$ cat src/rtl/dac_source_scheduler.sv
// Picks one of NUM_SRC signed sample streams for the DAC and switches only on frame
// boundaries, with a midscale mute window in between. dac_out is one clk behind sam_clk_ena.
module dac_source_scheduler #(
  parameter int NUM_SRC      = 4,
  parameter int SEL_W        = 2,
  parameter int DATA_W       = 18,
  parameter int DAC_W        = 14,
  parameter int MUTE_SAMPLES = 8,
  parameter int SCAN_FRAMES  = 1
) (
  input  logic                      clk,
  input  logic                      reset,
  input  logic                      sam_clk_ena,
  input  logic                      sym_clk_ena,
  input  logic                      frame_mark,
  input  logic [NUM_SRC*DATA_W-1:0] src_data,
  input  logic [SEL_W-1:0]          sel_req,
  input  logic                      sel_req_valid,
  input  logic                      auto_scan,
  output logic [DAC_W-1:0]          dac_out,
  output logic [SEL_W-1:0]          cur_sel,
  output logic                      busy,
  output logic                      req_err,
  output logic [7:0]                switch_count
);

  localparam int MUTE_W = $clog2(MUTE_SAMPLES + 1);
  localparam int SCAN_W = $clog2(SCAN_FRAMES + 1);

  localparam logic [DAC_W-1:0]  MIDSCALE  = {1'b1, {(DAC_W-1){1'b0}}};
  localparam logic [SEL_W:0]    NUM_SRC_X = (SEL_W+1)'(NUM_SRC);
  localparam logic [SEL_W-1:0]  LAST_SEL  = SEL_W'(NUM_SRC - 1);
  localparam logic [MUTE_W-1:0] MUTE_LOAD = MUTE_W'(MUTE_SAMPLES);
  localparam logic [SCAN_W-1:0] SCAN_LAST = SCAN_W'(SCAN_FRAMES - 1);

  typedef enum logic [1:0] {
    RUN     = 2'd0,
    PENDING = 2'd1,
    MUTE    = 2'd2
  } state_t;

  state_t             state, state_nxt;
  logic [SEL_W-1:0]   pend_sel;
  logic               pend_valid;
  logic [SCAN_W-1:0]  scan_cnt;
  logic [MUTE_W-1:0]  mute_cnt;

  logic               fe;
  logic               req_bad;
  logic               req_same;
  logic               req_acc;
  logic [SEL_W-1:0]   next_sel;
  logic [DAC_W-1:0]   src_top;
  logic [DAC_W-1:0]   conv_word;

  logic               scan_inc;
  logic               scan_fire;
  logic               mute_load;
  logic               mute_dec;
  logic               mute_exit;

  assign fe       = sym_clk_ena & frame_mark;
  assign req_bad  = sel_req_valid & ({1'b0, sel_req} >= NUM_SRC_X);
  assign req_same = (state == RUN) & ~pend_valid & (sel_req == cur_sel);
  assign req_acc  = sel_req_valid & ~req_bad & ~req_same;
  assign next_sel = (cur_sel == LAST_SEL) ? '0 : cur_sel + 1'b1;
  assign busy     = (state != RUN);

  // Only the top DAC_W bits of each sample are ever used (plain truncation).
  always_comb begin
    src_top = '0;
    for (int i = 0; i < NUM_SRC; i++) begin
      if (cur_sel == SEL_W'(i)) begin
        src_top = src_data[i*DATA_W + DATA_W - DAC_W +: DAC_W];
      end
    end
  end

  assign conv_word = {~src_top[DAC_W-1], src_top[DAC_W-2:0]};

  always_comb begin
    state_nxt = state;
    scan_inc  = 1'b0;
    scan_fire = 1'b0;
    mute_load = 1'b0;
    mute_dec  = 1'b0;
    mute_exit = 1'b0;
    case (state)
      RUN: begin
        if (pend_valid) begin
          state_nxt = PENDING;
        end else if (auto_scan && fe && !req_acc) begin
          // A scan trigger already sits on a frame boundary, so skip PENDING.
          if (scan_cnt == SCAN_LAST) begin
            scan_fire = 1'b1;
            mute_load = 1'b1;
            state_nxt = MUTE;
          end else begin
            scan_inc = 1'b1;
          end
        end
      end
      PENDING: begin
        if (fe) begin
          mute_load = 1'b1;
          state_nxt = MUTE;
        end
      end
      MUTE: begin
        if (sam_clk_ena) begin
          if (mute_cnt <= MUTE_W'(1)) begin
            mute_exit = 1'b1;
            state_nxt = RUN;
          end else begin
            mute_dec = 1'b1;
          end
        end
      end
      default: state_nxt = RUN;
    endcase
  end

  always_ff @(posedge clk) begin
    if (reset) begin
      state        <= RUN;
      dac_out      <= MIDSCALE;
      cur_sel      <= '0;
      pend_sel     <= '0;
      pend_valid   <= 1'b0;
      scan_cnt     <= '0;
      mute_cnt     <= '0;
      req_err      <= 1'b0;
      switch_count <= '0;
    end else begin
      state <= state_nxt;

      if (req_bad) begin
        req_err <= 1'b1;
      end

      if (scan_inc) begin
        scan_cnt <= scan_cnt + 1'b1;
      end

      if (scan_fire) begin
        scan_cnt   <= '0;
        pend_sel   <= next_sel;
        pend_valid <= 1'b1;
      end

      if (mute_load) begin
        mute_cnt <= MUTE_LOAD;
      end else if (mute_dec) begin
        mute_cnt <= mute_cnt - 1'b1;
      end

      if (mute_exit) begin
        mute_cnt     <= '0;
        cur_sel      <= pend_sel;
        pend_valid   <= 1'b0;
        scan_cnt     <= '0;
        switch_count <= switch_count + 8'd1;
      end

      // Placed after the exit branch so a request in the final mute cycle stays pending.
      if (req_acc) begin
        pend_sel   <= sel_req;
        pend_valid <= 1'b1;
      end

      if (sam_clk_ena) begin
        dac_out <= (state == MUTE) ? MIDSCALE : conv_word;
      end
    end
  end

endmodule

$ cat config.mk
export PLATFORM = sky130hd
export DESIGN_NAME = dac_source_scheduler
export DESIGN_NICKNAME = d
export VERILOG_FILES = /design/src/rtl/dac_source_scheduler.sv
export SDC_FILE = /design/constraint.sdc
export NUM_CORES = 1
export LEC_CHECK = 0
export ABC_CLOCK_PERIOD_IN_PS = 2100
export BUFFER_PORTS_ARGS = -buffer_cell sky130_fd_sc_hd__buf_2
export CAP_MARGIN = 0
export CORE_MARGIN = 2
export CORE_UTILIZATION = 40
export DETAILED_ROUTE_END_ITERATION = 8
export GPL_TIMING_DRIVEN = 0
export PLACE_DENSITY_LB_ADDON = 0.25
export SETUP_SLACK_MARGIN = 0.15
export SLEW_MARGIN = 20
export SYNTH_ARGS = -nofsm -noshare
export SYNTH_HDL_FRONTEND = slang
export SYNTH_SLANG_ARGS = --single-unit
$ cat constraint.sdc
create_clock -name clk -period 2.1 [get_ports clk]
set_input_delay 0.105 -clock clk [delete_from_list [all_inputs] [get_ports clk]]
set_output_delay 0.105 -clock clk [all_outputs]
set_load 0.05 [all_outputs]
# Word-level counts from Yosys, hierarchy flattened
# Cells that the tools add are included.
# totals
ff_bits	34
latch_bits	0
ram_bits	0
rom_bits	0
inputBits	81
out_inout_bits	26
elab_cells	81
memories	0
# op_classes
add_sub_neg	4
n_mul	0
n_div	0
n_lt_le_gt_ge	1
eq_ne	11
shifts	0
mux	36
bitwise_logic	7
n_reduce_logical	13
# op_table
op	n
$mux 14	5
$mux 1	18
$mux 2	9
$add 8x1->8 const B	1
$mux 4	2
$eq 2x2->1 const B	3
$ne 2x2->1 const B	3
$pmux 2 s3	1
$reduce_bool 2->1	3
$reduce_or 3->1	2
$reduce_and 5->1	1
$and 1x1->1	4
$eq 2x1->1 const B	2
$le 4x1->1 const B	1
$logic_not 2->1	2
$sub 4x1->4 const B	1
$ne 3x2->1 const B	1
$ne 3x3->1 const B	1
$not 1->1	3
$reduce_bool 3->1	1
$add 2x1->2 const B	1
$eq 2x2->1	1
$logic_and 1x1->1	2
$pmux 1 s2	1
other kinds (3)	3

# Longest topological paths before layout
# Gate-level depths: netlist of the first run.
# logic_depth
depth_word	13
mapped_depth	8
mapped_depth_nobuf	6

# Worst setup path after synthesis of the first run
# OpenSTA, ideal clock, no wires.
# synth_path
path_type	register to register
startpoint	register cur_sel[1]
endpoint	register dac_out[13]
setup_ns	0.131
arrival_time_ns	1.929
required_ns	1.969
path_slack_ns	0.040
path_stages_with_launch	7
path_buffers	2
synth_period_minus_slack_ns	2.060
path_cell_list	dfxtp_1 ha_1 clkbuf_1 clkbuf_1 a21oi_1 a221oi_1 o211ai_1
# synth_between
elab_chain_len	7
# synth_rtl
item	line_no	source
start, declared	21	output logic [SEL_W-1:0] cur_sel,
start signal, assigned	159	cur_sel <= pend_sel;
$logic_not 2->1	73	if (cur_sel == SEL_W'(i)) begin
$mux 14 (3 in a row)	73	
$mux 14 (*)	73	
$not 1->1 (*)	79	assign conv_word = {~src_top[DAC_W-1], src_top[DAC_W-2:0]};
$mux 14 (*)	172	dac_out <= (state == MUTE) ? MIDSCALE : conv_word;
end signal, assigned	172	
end, declared	20	output logic [DAC_W-1:0] dac_out,
# Every way passes the cells marked *; elsewhere a longest branch is shown, timed or not.
# A chain may end at the register's enable or synchronous reset.

# Worst setup path in the final report of the first run
# layout_path
startpoint	register mute_cnt[1]
endpoint	register switch_count[7]
# layout_between
elab_chain_len	4
# layout_rtl
item	line_no	source
start, declared	46	logic [MUTE_W-1:0] mute_cnt;
start signal, assigned	154	mute_cnt <= mute_cnt - 1'b1;
$le 4x1->1	111	if (mute_cnt <= MUTE_W'(1)) begin
$mux 1	111	
$mux 1	110	if (sam_clk_ena) begin
$mux 1	88	case (state)
end signal, assigned	162	switch_count <= switch_count + 8'd1;
end, declared	24	output logic [7:0] switch_count
# No other way between the ends.

==> results of run 1 <==
==> cells by family after synthesis <==
logic type	Yosys count
DFF	34
buffers and inverters	25
xor gates and xnor gates	5
AOI/OAI and AO/OA	79
adders and majority gates	7
other	1
and+or+nand+nor	89
muxes	7
==> metrics by stage <==
| stage | hold WS [ns] | worst slack [ns] | utilization |
|---|---|---|---|
| floorplan | 0.1947 | 0.1462 | - |
| global placement | 0.3791 | 0.02136 | 0.5240 |
| detailed placement | 0.3822 | -0.05990 | 0.5240 |
| CTS | 0.07173 | 0.1663 | 0.5589 |
| global route | 0.08562 | 0.1288 | 0.5688 |
| finish | 0.08111 | 0.2269 | 0.5688 |
==> how the worst max path moves through the flow <==
stage           startpoint               to  slack, ns  cells after the start
6_report       mute_cnt[1]  switch_count[7]       0.23                      7
5_1_grt         cur_sel[0]      dac_out[11]       0.13                      5
4_1_cts           state[0]  switch_count[7]       0.17                      5
3_5_place_dp   mute_cnt[0]  switch_count[3]      -0.06                      6
3_3_place_gp   mute_cnt[0]  switch_count[3]       0.02                      6
2_1_floorplan   cur_sel[0]      dac_out[13]       0.15                      6
==> worst min-delay path: stages <==
cell and delay (ns):
buf_2 0.08, a22oi_1 0.05, a21oi_1 0.11
==> sequential cells by signal, indices dropped and copies added, names as in the netlist <==
signal        count
dac_out          14
pend_valid        1
cur_sel           2
scan_cnt          1
switch_count      8
pend_sel          2
mute_cnt          4
state             2
==> Yosys cell counts (all sizes together), types with 3 or more instances <==
| library cell | number | share of area |
|---|---|---|
| a211oi | 3 | 0.012 |
| a21o | 3 | 0.012 |
| a21oi | 35 | 0.090 |
| a22oi | 13 | 0.050 |
| clkbuf | 14 | 0.028 |
| dfxtp | 34 | 0.35 |
| ha | 7 | 0.045 |
| inv | 10 | 0.019 |
| mux2i | 5 | 0.026 |
| nand2 | 19 | 0.037 |
| nand2b | 13 | 0.042 |
| nand3 | 17 | 0.044 |
| nor2 | 15 | 0.029 |
| nor2b | 4 | 0.013 |
| nor3 | 4 | 0.010 |
| o21ai | 16 | 0.041 |
| xnor2 | 3 | 0.014 |
==> routing by layer <==
layer,vias up,global-route usage,share of wire
met2,77,0.3482,0.47
met1,976,0.2565,0.45
met5,-,0,0
met4,0,0.06465,0.011
li1,1086,-,-
met3,6,0.04801,0.069
==> area by class of cell <==
cell class,instances,area [um2]
Buffer,14,76.32
Sequential cell,34,686.9
Inverter,10,37.54
Clock buffer,6,82.58
Timing Repair Buffer,96,498.0
Multi-Input combinational cell,188,1207
Tap cell,54,67.56
Clock inverter,2,12.51
Fill cell,470,2023
==> power by group <==
| group | leakage, nW | internal, mW | switching, mW |
|---|---|---|---|
| clock network | 0.0472 | 0.264 | 0.257 |
| logic | 0.925 | 0.116 | 0.183 |
| registers | 0.280 | 0.674 | 0.0216 |
==> what timing repair did <==
action | CTS | global route
hold buffers | 0 | 0
endpoints found under the setup margin | 5 | 19
buffers inserted | 4 | 3
pin swaps | 4 | 0
resized for setup | 13 | 16
==> flow_metrics.py, run 1 <==
metrics = {
    "worst_setup_path": {
        "worst_path_most_repeated_cell": "or4_4",
        "path_buf_inv": 2,
        "cp_slowest_cell": "or4_4",
        "reg2reg_depth": 7,
        "crit_family": "simple AND/OR/NAND/NOR gates",
        "crit_path_start_kind": "flop",
        "crit_fanout": 4,
        "r2r_slack_ns": 0.23,
        "path_cells": "inv_2, ha_2, nor2_2, or4_4, buf_8, or4_4, a21oi_2",
        "critPathMaxStageDelay_ns": 0.50,
        "arrival_ns": 2.10,
        "worst_setup_path_end_kind": "flop",
        "critical_path_required_ns": 2.33,
        "setup.worst_path.class": "flop to flop",
        "r2r_end": "switch_count[7]",
        "reg2reg_from": "mute_cnt[1]",
    },
    "floorplanning": {
        "die_y_um": 73.61,
        "io_pins": 107,
        "std_cell_rows": 25,
        "initial_core_util": 0.4131,
        "die_x_um": 73.61,
        "die_area_mm2": 0.005418,
        "core_mm2": 0.004692,
    },
    "timing": {
        "max_slew.worst_pin.slew_ns": 0.8562,
        "maxSlewHeadroom": 0.4214,
        "fin_setup_tns_ns": 0,
        "final-setup-viol-count": 0,
        "fmax_mhz": 533.9,
        "drv_slew": 0,
        "skew_ns": 0.006309,
        "fin_crit_ns": 1.873,
        "rsz0062_at_grt": "yes",
        "fin_crit_sh": 0.8919,
        "hold_viol": 0,
    },
    "clocking": {
        "cts-root-buf": "clkbuf_8",
        "clk_latency_ns": 0.29,
        "clockBufferDepth": 2,
        "htreeDepth": 2,
        "clk_pin_slew_ns": 0.08,
        "cts_sinks": 34,
        "cts_buffers": 5,
        "tritoncts": "built",
    },
    "yosys": {
        "synthXorXnorAreaFrac": 0.02260,
        "synth_edf_count": 0,
        "synth_compound_area_frac": 0.2447,
        "synth_top_family_by_area": "simple AND/OR/NAND/NOR gates",
        "syn_inst": 247,
        "ys.flop_type": "dfxtp_1",
        "seq_area_frac_synth": 0.3512,
        "ys_ff_latch": 34,
        "avgSynthCellArea_um2": 7.847,
        "synth_cell_type_count": 45,
        "yosys.area_share.adder": 0.04519,
        "async_flop_share": 0,
        "muxShareOfSynthArea": 0.03744,
        "yosys.area_share.simple": 0.2460,
        "synthesis.nets": 335,
        "yosysWarnings": 0,
        "syn-cell-area_mm2": 0.001938,
    },
    "global_route": {
        "antenna_found_initial": 0,
        "grt_max_degree": 12,
        "grt_pass1_wl_um": 8611,
        "globalRouteTotalUtil": 0.2054,
        "grt_pass1_vias": 1896,
        "gr-total-overflow": 0,
    },
    "power_and_ir_drop": {
        "p_per_area_mw_per_mm2": 567.9,
        "p_leak_nw": 1.252,
        "power_mw": 1.516,
        "vdd_drop_max_uv": 352.7,
    },
    "route": {
        "firstDrtPassIters": 4,
        "drc": 0,
        "routed_wl_um": 5636,
        "wl_per_cell_um": 13.95,
        "drt_iter0_drc": 102,
        "vias": 2145,
        "ant_nets": 0,
        "viasPerCell": 5.309,
    },
    "finish": {
        "layout_commonest_cell": "buf_2",
        "final_cells": 404,
        "n_antenna_cell": 0,
        "final_cell_area_mm2": 0.002669,
        "layout_common_cells": "buf_2, a21oi_1, dfxtp_1, nand2_1, nand3_1",
        "nets": 437,
        "area_growth_pct": 37.70,
        "drive_gt1_frac": 0.3771,
    },
    "outcome": {
        "outcome": "completed",
    },
    "run": {
        "drv_cap": 0,
    },
    "worst_hold_path": {
        "hp-class": "input pin to flop",
        "min_to": "dac_out[7]",
        "hold_start": "src_data[65]",
        "hold_depth": 3,
    },
    "placement": {
        "place_area_mm2": 0.002459,
        "dp_hpwl_um": 4229,
        "globalplace.congestion": 0.8236,
        "io_buffers": 89,
        "dp_cells": 390,
    },
}
Note: power is estimated with default switching activity, not from simulation.
==> run 2, diff against run 1 <==
--- a/config.mk
+++ b/config.mk
@@ -6,10 +6,10 @@
 export NUM_CORES = 1
 export LEC_CHECK = 0
 export ABC_CLOCK_PERIOD_IN_PS = 2100
-export BUFFER_PORTS_ARGS = -buffer_cell sky130_fd_sc_hd__buf_2
-export CAP_MARGIN = 0
+export BUFFER_PORTS_ARGS = -buffer_cell sky130_fd_sc_hd__buf_4
+export CAP_MARGIN = 20
 export CORE_MARGIN = 2
-export CORE_UTILIZATION = 40
+export CORE_UTILIZATION = 25
 export DETAILED_ROUTE_END_ITERATION = 8
 export GPL_TIMING_DRIVEN = 0
 export PLACE_DENSITY_LB_ADDON = 0.25
==> run 2 against run 1 <==
Critical path depth down 2; global-route usage down 5.0 points; die area up 56%; wire length up 18%; highest routed layer unchanged; largest power group unchanged; combinational power up 17%.
==> flow_metrics.py, run 2 (synthesis results as in run 1) <==
metrics = {
    "outcome": {
        "outcome": "completed",
    },
    "timing": {
        "max_slew.worst_pin.slew_ns": 0.8799,
        "skew_ns": 0.007749,
        "fin_crit_ns": 1.939,
        "maxSlewHeadroom": 0.4054,
        "rsz0062_at_grt": "yes",
        "final-setup-viol-count": 0,
        "fin_ws_ns": 0.1608,
        "fmax_mhz": 515.7,
        "fin_setup_tns_ns": 0,
        "drv_slew": 0,
        "fin_crit_sh": 0.9234,
        "hold_viol": 0,
    },
    "route": {
        "firstDrtPassIters": 4,
        "drt_iter0_drc": 54,
        "viasPerCell": 4.768,
        "routed_wl_um": 6624,
        "vias": 2160,
        "wl_per_cell_um": 14.62,
        "ant_nets": 0,
        "drc": 0,
    },
    "finish": {
        "final_cell_area_mm2": 0.002983,
        "n_antenna_cell": 0,
        "layout_common_cells": "buf_4, a21oi_1, dfxtp_1, nand2_1, nand3_1",
        "drive_gt1_frac": 0.3789,
        "fillers": 834,
        "nets": 438,
        "final_cells": 453,
        "largest_reg_flops": 14,
        "layout_commonest_cell": "buf_4",
        "regMostFlops": "dac_out",
        "area_growth_pct": 53.91,
        "reg_top3": "dac_out (14), switch_count (8), mute_cnt (4)",
    },
    "clocking": {
        "clk_latency_ns": 0.30,
        "htreeDepth": 2,
        "clk_pin_slew_ns": 0.08,
        "cts_sinks": 34,
        "cts_hold_buffers": 0,
        "tritoncts": "built",
        "clockBufferDepth": 2,
        "cts-root-buf": "clkbuf_8",
        "cts_buffers": 5,
    },
    "worst_setup_path": {
        "worst_setup_path_end_kind": "flop",
        "crit_path_start_kind": "flop",
        "critical_path_required_ns": 2.28,
        "reg2reg_from": "state[0]",
        "crit_fanout": 7,
        "startpoint": "state[0]",
        "path_buf_inv": 1,
        "path_cells": "nand3b_4, or4_4, buf_8, nor4b_4, mux2_4",
        "critPathMaxStageDelay_ns": 0.51,
        "crit_family": "simple AND/OR/NAND/NOR gates",
        "setup.worst_path.class": "flop to flop",
        "cp_slowest_cell": "or4_4",
        "arrival_ns": 2.12,
    },
    "placement": {
        "dp_hpwl_um": 5058,
        "place_area_mm2": 0.002741,
        "pre_cts_ws_ns": -0.03437,
        "io_buffers": 89,
        "dp_cells": 438,
        "globalplace.congestion": 0.8863,
    },
    "floorplanning": {
        "core_mm2": 0.007607,
        "std_cell_rows": 32,
        "io_pins": 107,
        "die_x_um": 92.05,
        "initial_core_util": 0.2548,
        "die_y_um": 92.05,
        "die_area_mm2": 0.008472,
    },
    "power_and_ir_drop": {
        "p_switching_uw": 478.4,
        "vdd_drop_max_uv": 194.5,
        "p_leak_nw": 1.320,
        "power_mw": 1.576,
        "intPower_mw": 1.098,
        "p_per_area_mw_per_mm2": 528.4,
        "pwr-share-clk": 0.336,
        "switching_share": 0.3035,
        "p_seq_frac": 0.442,
        "p_comb_frac": 0.222,
    },
    "global_route": {
        "globalRouteTotalUtil": 0.1553,
        "gr-total-overflow": 0,
        "grt_pass1_wl_um": 10500,
        "grt_max_degree": 12,
        "grt_pass1_vias": 2103,
        "antenna_found_initial": 0,
    },
    "run": {
        "drv_cap": 0,
    },
    "worst_hold_path": {
        "hold_start": "reset",
        "hp-class": "input pin to flop",
    },
}
## run 2: cell types whose count changed in the layout (fill, tap and decap cells not counted), moves of 2 or more
cell	change
buf_4	+89
dfxtp_2	-2
inv_4	+2
ha_4	+2
buf_2	-89
## run 2: layout make-up
| type | instances | area, um2 | area share |
|---|---|---|---|
| clock inverters | 2 | 12.51 | 0.004195 |
| plain buffers | 15 | 81.33 | 0.02727 |
| repair buffers | 96 | 720.7 | 0.2416 |
| clock buffers | 6 | 82.58 | 0.02768 |
| well taps | 102 | 127.6 | 0.04279 |
| multi-input cells | 188 | 1227 | 0.4115 |
| inverters | 10 | 42.54 | 0.01426 |
| flip-flops and latches | 34 | 688.2 | 0.2307 |
## run 2: routing by layer
layer	vias to the layer above	global-route usage	share of wire
met2	83	0.2518	0.45
met4	0	0.04602	0.0063
met1	984	0.2059	0.47
li1	1088	-	-
met3	5	0.03533	0.074
met5	-	0	0
## run 2: worst paths after layout
path,slack (ns),end,cells after the start
worst max register to register,0.16,switch_count[5],5
worst min-delay path,0.05,scan_cnt,2
worst max-delay path,0.16,switch_count[5],5
worst min register to register,0.44,scan_cnt,2
## run 2: through the flow
step / hold slack, ns / util
global route: 0.06050 / 0.3921
finish: 0.05233 / 0.3921
floorplan: 0.1947 / -
CTS: 0.04448 / 0.3850
global placement: 0.3570 / 0.3604
detailed placement: 0.3544 / 0.3604
## run 2: power groups by stage
stage	clock network [mW]	logic, mW	registers, mW
after CTS	0.546	0.349	0.696
after detailed placement	0	0.343	0.710
after floorplan	0	0.117	0.770
after global routing	0.572	0.377	0.700
final	0.529	0.351	0.696
after global placement	0	0.342	0.710
## run 2: repair_timing
| action | CTS | global route |
|---|---|---|
| setup endpoints to repair | 17 | 18 |
| pin swaps | 3 | 3 |
| buffers inserted | 3 | 4 |
| resized for setup | 19 | 15 |
==> run 3, diff against run 2 <==
--- a/config.mk
+++ b/config.mk
@@ -5,6 +5,7 @@
 export SDC_FILE = /design/constraint.sdc
 export NUM_CORES = 1
 export LEC_CHECK = 0
+export ABC_AREA = 1
 export ABC_CLOCK_PERIOD_IN_PS = 2100
 export BUFFER_PORTS_ARGS = -buffer_cell sky130_fd_sc_hd__buf_4
 export CAP_MARGIN = 20
@@ -13,7 +14,7 @@
 export DETAILED_ROUTE_END_ITERATION = 8
 export GPL_TIMING_DRIVEN = 0
 export PLACE_DENSITY_LB_ADDON = 0.25
-export SETUP_SLACK_MARGIN = 0.15
+export SETUP_SLACK_MARGIN = 0.4
 export SLEW_MARGIN = 20
 export SYNTH_ARGS = -nofsm -noshare
 export SYNTH_HDL_FRONTEND = slang
==> run 3 against run 2 <==
Sequential share of layout area up 0.38 points; non-clock buffer count is 7 lower; synthesized cell count up 11%; via count down 1.2%; sequential cell count stayed put; sequential power increased by 13%; hold slack gained 0.057 ns; cell area is 1.3% lower; die area grew 2.6%; register-to-register slack better by 0.32 ns; largest cell class unchanged; largest power group is now combinational logic.
==> flow_metrics.py, run 3 <==
metrics = {
    "outcome": {
        "outcome": "completed",
    },
    "power_and_ir_drop": {
        "p_switching_uw": 946.8,
        "p_comb_frac": 0.443,
        "p_seq_frac": 0.338,
        "p_leak_nw": 1.339,
        "intPower_mw": 1.387,
        "p_per_area_mw_per_mm2": 792.4,
        "pwr-share-clk": 0.219,
        "vdd_drop_max_uv": 390.1,
        "power_mw": 2.334,
        "switching_share": 0.4057,
    },
    "timing": {
        "fin_setup_tns_ns": 0,
        "fin_ws_ns": 0.4808,
        "maxSlewHeadroom": 0.6675,
        "skew_ns": 0.006451,
        "fin_crit_sh": 0.7711,
        "final-setup-viol-count": 0,
        "rsz0062_at_grt": "yes",
        "whs_ns": 0.1089,
        "drv_slew": 0,
        "hold_viol": 0,
        "max_slew.worst_pin.slew_ns": 0.4933,
        "fin_crit_ns": 1.619,
        "fmax_mhz": 617.6,
    },
    "yosys": {
        "synth_cell_type_count": 35,
        "yosysTopAreaCellShare": 0.3419,
        "synthTopCellsByArea": "dfxtp_1, a21oi_1, nand2_1, o21ai_0, a22oi_1",
        "synth_commonest_cells": "nand2_1, a21oi_1, dfxtp_1, inv_1, o21ai_0",
        "ys_ff_latch": 34,
        "synth_edf_count": 0,
        "ys.flop_type": "dfxtp_1",
        "muxShareOfSynthArea": 0,
        "yosysWarnings": 0,
        "synthesis.nets": 362,
        "syn-cell-area_mm2": 0.001991,
        "avgSynthCellArea_um2": 7.265,
        "yosysTopAreaCell": "dfxtp_1",
        "seq_area_frac_synth": 0.3419,
        "synth_top_family_by_area": "compound AO/OA/AOI/OAI gates",
        "yosys.area_share.adder": 0.04400,
        "yosys.area_share.simple": 0.2068,
        "synthXorXnorAreaFrac": 0.01320,
        "syn_inst": 274,
        "async_flop_share": 0,
        "synth_most_common_cell": "nand2_1",
        "synth_compound_area_frac": 0.2942,
    },
    "floorplanning": {
        "die_area_mm2": 0.008693,
        "initial_core_util": 0.2576,
        "std_cell_rows": 32,
        "io_pins": 107,
        "core_mm2": 0.007727,
        "die_y_um": 93.24,
        "die_x_um": 93.24,
    },
    "placement": {
        "globalplace.congestion": 0.8070,
        "place_area_mm2": 0.002784,
        "dp_cells": 464,
        "io_buffers": 88,
        "dp_hpwl_um": 4549,
        "pre_cts_ws_ns": 0.3181,
    },
    "clocking": {
        "clockBufferDepth": 2,
        "clk_latency_ns": 0.29,
        "cts_buffers": 5,
        "cts_hold_buffers": 0,
        "cts_sinks": 34,
        "clk_pin_slew_ns": 0.07,
        "htreeDepth": 2,
        "cts-root-buf": "clkbuf_8",
        "tritoncts": "built",
    },
    "finish": {
        "final_cell_area_mm2": 0.002945,
        "reg_top3": "dac_out (14), switch_count (8), mute_cnt (4)",
        "nets": 459,
        "layout_common_cells": "buf_4, nand2_1, a21oi_1, dfxtp_1, inv_1",
        "layout_commonest_cell": "buf_4",
        "final_cells": 474,
        "final_util": 0.3812,
        "regMostFlops": "dac_out",
        "n_antenna_cell": 0,
        "drive_gt1_frac": 0.3737,
        "area_growth_pct": 47.96,
        "largest_reg_flops": 14,
    },
    "worst_setup_path": {
        "setup.worst_path.class": "flop to flop",
        "crit_fanout": 10,
        "critical_path_required_ns": 2.32,
        "worst_setup_path_end_kind": "flop",
        "arrival_ns": 1.84,
        "crit_path_start_kind": "flop",
    },
    "route": {
        "vias": 2135,
        "drc": 0,
        "ant_nets": 0,
        "firstDrtPassIters": 4,
        "wl_per_cell_um": 12.29,
        "viasPerCell": 4.504,
        "drt_iter0_drc": 49,
        "routed_wl_um": 5827,
    },
    "global_route": {
        "grt_pass1_vias": 2049,
        "globalRouteTotalUtil": 0.1346,
        "gr-total-overflow": 0,
        "antenna_found_initial": 0,
        "grt_pass1_wl_um": 9287,
        "grt_max_degree": 12,
    },
    "worst_hold_path": {
        "hp-class": "input pin to flop",
    },
    "run": {
        "drv_cap": 0,
    },
}
[run 3: cell count changes after synthesis, sizes merged, moves of 4 or more]
cell	previous run	this run
nand2	19	46
mux2i	5	0
o211ai	1	12
nand2b	13	0
buf	1	7
nand3	17	10
nor2b	4	0
clkbuf	14	7
inv	10	32
nor2	15	23
o21ai	16	29
[run 3: area by class of cell]
cell class | instances | area (um2)
repair buffers | 90 | 675.6
clock inverters | 2 | 12.51
plain buffers | 14 | 85.08
inverters | 33 | 123.9
clock buffers | 6 | 82.58
flip-flops and latches | 34 | 690.7
well taps | 102 | 127.6
fillers | 823 | 4782
multi-input cells | 193 | 1147
[run 3: layer usage]
metal  wire (um)  global-route usage  part of all wire
met2        2728              0.2308              0.47
met5           0                   0                 0
met4          97             0.04167             0.017
met1        2635              0.1661              0.45
met3         366             0.03223             0.063
[run 3: path summary, 6_finish.rpt]
path                            cells after the start  slack [ns]          end         start
worst min-delay path                                3        0.11  dac_out[10]  src_data[68]
worst max register to register                      7        0.48   dac_out[6]    cur_sel[0]
worst max-delay path                                7        0.48   dac_out[6]    cur_sel[0]
worst min register to register                      2        0.47  dac_out[10]   dac_out[10]
[run 3: logic make-up after synthesis]
logic type / count (synthesis)
other cells: 1
fa+ha+maj: 7
compound gates: 98
buf+inv: 47
simple gates: 84
xor+xnor: 3
flops: 34
[run 3: critical path, stage by stage, from the launching register on]
cell      delay [ns]
dfxtp_4         0.40
inv_1           0.09
ha_1            0.19
buf_2           0.16
clkbuf_2        0.20
o21ai_0         0.25
o211ai_1        0.13
a21oi_1         0.13
[run 3: repair_timing]
action / 4_1_cts / 5_1_grt
pin swaps: 1 / 5
setup buffers: 0 / 2
gates resized for setup: 3 / 24
hold endpoints to repair: 0 / 0
endpoints found under the setup margin: 12 / 21
[run 3: power groups by stage]
stage                     registers (mW)  logic (mW)  clock network [mW]
final                              0.789        1.03               0.510
after global routing               0.802        1.14               0.557
after CTS                          0.786        1.02               0.537
after detailed placement           0.800        1.01                   0
after floorplan                    0.978       0.511                   0
after global placement             0.800       0.999                   0
